==> config.mk <==
export PLATFORM = sky130hd
export DESIGN_NAME = counting_tx
export DESIGN_NICKNAME = d
export VERILOG_FILES = /design/src/rtl/counting_tx.sv
export SDC_FILE = /design/constraint.sdc
export NUM_CORES = 1
export LEC_CHECK = 0
export ABC_CLOCK_PERIOD_IN_PS = 3400
export BUFFER_PORTS_ARGS = -buffer_cell sky130_fd_sc_hd__buf_2
export CAP_MARGIN = 5
export CORE_MARGIN = 1.5
export CORE_UTILIZATION = 59
export CTS_BUF_LIST = sky130_fd_sc_hd__clkbuf_8
export CTS_CLUSTER_DIAMETER = 80
export CTS_CLUSTER_SIZE = 10
export DETAILED_ROUTE_END_ITERATION = 8
export HOLD_SLACK_MARGIN = 0.03
export PLACE_DENSITY = 0.84
export REMOVE_ABC_BUFFERS = 1
export SYNTH_ARGS = -nofsm -noshare
export SYNTH_HDL_FRONTEND = slang
export SYNTH_SLANG_ARGS = --single-unit
==> constraint.sdc <==
create_clock -name clk -period 3.4 [get_ports clk]
set_input_delay 0.17 -clock clk [delete_from_list [all_inputs] [get_ports clk]]
set_output_delay 0.17 -clock clk [all_outputs]
set_load 0.02 [all_outputs]
==> src/rtl/counting_tx.sv <==
// counting_tx: frame transmitter for the 2-bit `num` symbol stream.
// A frame is the preamble 1,2,3, then up to MAX_LEN caller-supplied nonzero
// payload symbols taken over a valid/ready handshake, then a terminating 0.
//
// Optional build macro: COUNTING_TX_FILL_EN
//   defined   - a payload underflow (ready && !valid) sends a filler 3 and the
//               frame continues until the full count has been accepted.
//   undefined - a payload underflow aborts the frame straight to GAP.
//   Either way, an underflow sets err.
//
// Ports:
//   clk        clock, all state updates on posedge
//   rst_n      asynchronous active-low reset
//   start      frame request, sampled only in IDLE
//   len        payload length, captured with start (saturates to MAX_LEN)
//   sym_valid  payload symbol available
//   sym_in     payload symbol
//   sym_ready  transmitter accepts sym_in this cycle (decoded from state/count)
//   num        registered symbol stream
//   busy       high in every state except IDLE
//   done       one-cycle pulse while in GAP
//   err        sticky protocol error, cleared when a start is accepted
//
// LEN_W must satisfy 2**LEN_W > MAX_LEN.
module counting_tx #(
    parameter int unsigned MAX_LEN = 16,
    parameter int unsigned LEN_W   = 5
) (
    input  logic             clk,
    input  logic             rst_n,
    input  logic             start,
    input  logic [LEN_W-1:0] len,
    input  logic             sym_valid,
    input  logic [1:0]       sym_in,
    output logic             sym_ready,
    output logic [1:0]       num,
    output logic             busy,
    output logic             done,
    output logic             err
);

    typedef enum logic [2:0] {
        IDLE = 3'd0,
        PRE1 = 3'd1,
        PRE2 = 3'd2,
        PRE3 = 3'd3,
        PAY  = 3'd4,
        GAP  = 3'd5
    } state_t;

    localparam logic [LEN_W-1:0] MAX_LEN_W = LEN_W'(MAX_LEN);

    state_t           state;
    state_t           state_nx;
    logic [LEN_W-1:0] rem;
    logic [LEN_W-1:0] rem_nx;
    logic [1:0]       num_nx;
    logic             err_nx;

    // Payload slots exist in PRE3 and PAY while symbols remain to be taken.
    assign sym_ready = ((state == PRE3) || (state == PAY)) && (rem != '0);

    // Next-state logic; num_nx is the symbol to show in the next state.
    always_comb begin
        state_nx = state;
        rem_nx   = rem;
        num_nx   = 2'd0;
        err_nx   = err;
        case (state)
            IDLE: begin
                if (start) begin
                    state_nx = PRE1;
                    num_nx   = 2'd1;
                    rem_nx   = (len > MAX_LEN_W) ? MAX_LEN_W : len;
                    err_nx   = 1'b0;
                end
            end
            PRE1: begin
                state_nx = PRE2;
                num_nx   = 2'd2;
            end
            PRE2: begin
                state_nx = PRE3;
                num_nx   = 2'd3;
            end
            PRE3, PAY: begin
                if (!sym_ready) begin
                    state_nx = GAP;
                end else if (sym_valid) begin
                    state_nx = PAY;
                    rem_nx   = rem - LEN_W'(1);
                    // A zero symbol would end the frame early at the receiver.
                    if (sym_in == 2'd0) begin
                        num_nx = 2'd3;
                        err_nx = 1'b1;
                    end else begin
                        num_nx = sym_in;
                    end
                end else begin
`ifdef COUNTING_TX_FILL_EN
                    state_nx = PAY;
                    num_nx   = 2'd3;
                    err_nx   = 1'b1;
`else
                    state_nx = GAP;
                    num_nx   = 2'd0;
                    rem_nx   = '0;
                    err_nx   = 1'b1;
`endif
                end
            end
            GAP: begin
                state_nx = IDLE;
            end
            default: begin
                state_nx = IDLE;
            end
        endcase
    end

    // State and registered outputs.
    always_ff @(posedge clk or negedge rst_n) begin
        if (!rst_n) begin
            state <= IDLE;
            rem   <= '0;
            num   <= 2'd0;
            err   <= 1'b0;
            busy  <= 1'b0;
            done  <= 1'b0;
        end else begin
            state <= state_nx;
            rem   <= rem_nx;
            num   <= num_nx;
            err   <= err_nx;
            busy  <= (state_nx != IDLE);
            done  <= (state_nx == GAP);
        end
    end

endmodule

==> results.sh <==
export IMPL_synth_largest_area_cell="dfrtp_1"
export IMPL_htree_levels=1
export IMPL_drc=0
export IMPL_seqCellArea_um2=325.3
export IMPL_report_final_slew_viol_count=0
export IMPL_crit_arrival_ns=1.68
export IMPL_rsz0062_at_grt="no"
export IMPL_synth_area_um2=782.0
export IMPL_grt_max_degree=14
export IMPL_worstRegToRegCells=4
export IMPL_grt_overflow_total=0
export IMPL_maxSlewHeadroom_pct=64.81
export IMPL_status="completed"
export IMPL_die_area_um2=1553
export IMPL_cts_tree="yes"
export IMPL_yosysWarnings=0
export IMPL_slowest_stage="dfrtp_1"
export IMPL_max_stage_delay_ns=0.51
export IMPL_netlist_area_leader_share_pct=41.60
export IMPL_p_leak_nw=0.4232
export IMPL_worstPathBufferInverterCount=1
export IMPL_cp_max_fo=9
export IMPL_die_h_um=39.41
export IMPL_row_count=12
export IMPL_root_buffer="clkbuf_8"
export IMPL_setup_viol=0
export IMPL_final_hold_violation_count=0
export IMPL_timing_final_crit_share_pct=54.47
export IMPL_wirelength_mm=1.731
export IMPL_cts_buffers=3
export IMPL_synth_edff_count=0
export IMPL_clock_latency_ns=0.25
export IMPL_first_global_vias=596
export IMPL_r2r_start="state[1]"
export IMPL_async_flop_share_pct=100.0
export IMPL_layout_cells_non_filler=105
export IMPL_fin_setup_tns_ns=0
export IMPL_worst_setup_path_end_kind="primary output"
export IMPL_grt_pass1_wl_mm=2.746
export IMPL_fin_ws_ns=1.548
export IMPL_start_util_pct=66.77
export IMPL_ant_nets=0
export IMPL_ctsResizeCount=0
export IMPL_cts_buffer_depth=2
export IMPL_drv_cap=0
export IMPL_coreArea_um2=1171
export IMPL_clock_skew_ns=0.005555
export IMPL_n_fill_cell=76
export IMPL_final_net_count=105
export IMPL_antennaDiodeCount=0
export IMPL_syn_inst=73
export IMPL_syn_area_per_cell_um2=10.71
export IMPL_num_vias=667
export IMPL_avgViaCountPerCell=6.352
export IMPL_ys_seq_elements=13
export IMPL_worstSetupStartpointType="flop"
export IMPL_wire_per_inst_um=16.49
export IMPL_cellPowerDensity_nw_per_um2=990.4
export IMPL_ys_types=33
export IMPL_pre_cts_ws_ns=1.713
export IMPL_syn_to_final_growth_pct=15.68
export IMPL_clock_sinks=13
export IMPL_floorplan_die_width_um=39.41
export IMPL_drtIter0Drc=45
export IMPL_critPathKind="flop to primary output"
export IMPL_regToRegEndpoint="rem[2]"
export IMPL_drive_gt1_share_pct=30.77
export IMPL_antenna_found_initial=0
export IMPL_path_cells="or3b_4 > a21oi_4 > buf_2"
export IMPL_dp_cells=100
export IMPL_seq_area_frac_synth_pct=41.60
export IMPL_worst_pin_slew_ns=0.5238
export IMPL_firstDrtPassIters=4
export IMPL_numPortBuffers=16
export IMPL_fin_crit_ns=1.852
export IMPL_hold_end="rem[1]"
export IMPL_ir_drop_mv=0.5462
export IMPL_path_clk_slew_ns=0.06
export IMPL_grt_use_total_pct=27.29
export IMPL_holdCritPathClass="input port to flop"
export IMPL_hold_depth=3
export IMPL_gp_congestion=0.8010
export IMPL_yosys_top_cells_area="dfrtp_1 42%, o22ai_1 4.0%, mux2i_1 3.8%, ha_1 3.2%, nand2b_1 3.2%"
export IMPL_cp_required_ns=3.23
export IMPL_cpLargestDelayFamily="flip-flops"
export IMPL_multi_input_area_um2=411.6
export IMPL_worstHoldStart="len[1]"
export IMPL_synth_flop_cell="dfrtp_1"
export IMPL_hpwl_mm=1.188
export IMPL_rrSetupSlack_ns=1.60
export IMPL_io_pins=17
export IMPL_fmax_ghz=0.5400
-- power breakdown --
| part | total (mW) | leakage, nW | internal (mW) | switching, mW |
|---|---|---|---|---|
| registers | 0.304 | 0.162 | 0.222 | 0.0811 |
| clock network | 0.138 | 0.0269 | 0.0799 | 0.0582 |
| logic | 0.454 | 0.234 | 0.203 | 0.251 |
| total | 0.896 | 0.423 | 0.506 | 0.390 |
-- cells by family (layout without fill, tap and decap cells) --
| group | after synthesis | after routing | share of synthesized area [%] |
|---|---|---|---|
| adders and majority gates | 2 | 2 | 3.199 |
| DFF | 13 | 13 | 41.60 |
| AOI/OAI and AO/OA | 23 | 23 | 22.72 |
| buffers and inverters | 7 | 25 | 5.760 |
| and+or+nand+nor | 24 | 24 | 21.76 |
| muxes | 3 | 3 | 3.840 |
| xor gates and xnor gates | 1 | 1 | 1.120 |
-- Yosys cell counts, types with 2 or more instances --
master     number
dfrtp_1        13
mux2i_1         3
o2bb2ai_1       2
nand2b_1        4
inv_1           4
ha_1            2
a2bb2oi_1       2
nand2_1         4
o2bb2a_1        2
o21ai_0         2
nor3_1          2
nor2b_1         2
a21oi_1         3
nor2_1          4
o22ai_1         5
buf_6           2
-- worst reg2reg max path, cell delays in order (launching register included) --
cell and delay [ns]:
dfrtp_1 0.52, and3b_2 0.31, nor3_1 0.42, o2bb2a_1 0.31, o2bb2ai_1 0.16
-- repair_timing --
item	in CTS	in global routing
endpoints found under the setup margin	0	0
setup buffers	0	0
hold buffers	1	0
hold endpoints to repair	13	0
-- cells in the final DEF, fill, tap and decap left out, types with 2 or more instances in the layout --
cell       Yosys  final
nor2_1         4      4
o21ai_0        2      2
a2bb2oi_1      2      2
nor3_1         2      2
nand2_1        4      4
buf_2          0     16
inv_1          4      5
clkbuf_8       0      3
nand2b_1       4      4
o22ai_1        5      5
nor2b_1        2      2
o2bb2a_1       2      2
a21oi_1        3      3
mux2i_1        3      3
ha_1           2      2
dfrtp_1       13     13
o2bb2ai_1      2      2
-- sequential cells by signal, indices dropped and copies added (netlist names) --
register  cells
rem           5
err           1
busy          1
state         3
done          1
num           2
-- routing by layer --
layer / part of all wire [%] / vias to the layer above / GRT usage, %
met2: 43 / 43 / 40.98
met5: 0 / - / 0
met1: 44 / 305 / 33.92
li1: - / 303 / -
met3: 7.7 / 16 / 5.682
met4: 5.3 / 0 / 19.83
-- how the worst max path moves through the flow --
stage	depth (start not counted)	start	slack, ns	to
after global placement	4	state[2]	1.75	rem[4]
final	3	state[0]	1.55	sym_ready
after detailed placement	6	rem[0]	1.71	rem[0]
after global routing	3	state[2]	1.49	sym_ready
after CTS	3	state[2]	1.58	sym_ready
after floorplan	4	state[0]	1.74	rem[4]
-- stage by stage --
step / hold slack (ns) / area, µm² / util, % / power [mW]
finish: 0.2157 / 904.6 / 77.24 / 0.8959
global route: 0.2333 / 904.6 / 77.24 / 0.9558
CTS: 0.2238 / 904.6 / 77.24 / 0.8876
detailed placement: 0.07070 / 849.6 / 72.54 / 0.7461
global placement: 0.06371 / 849.6 / 72.54 / 0.7262
floorplan: -0.1256 / 752.0 / - / 0.6294
-- cell type report --
| cell class | count | area share (%) |
|---|---|---|
| well taps | 14 | 1.936 |
| inverters | 4 | 1.660 |
| clock buffers | 3 | 4.564 |
| multi-input cells | 53 | 45.50 |
| repair buffers | 17 | 9.959 |
| clock inverters | 1 | 0.4149 |
| flip-flops and latches | 13 | 35.96 |
No activity file was read; power rests on OpenSTA's default activity.
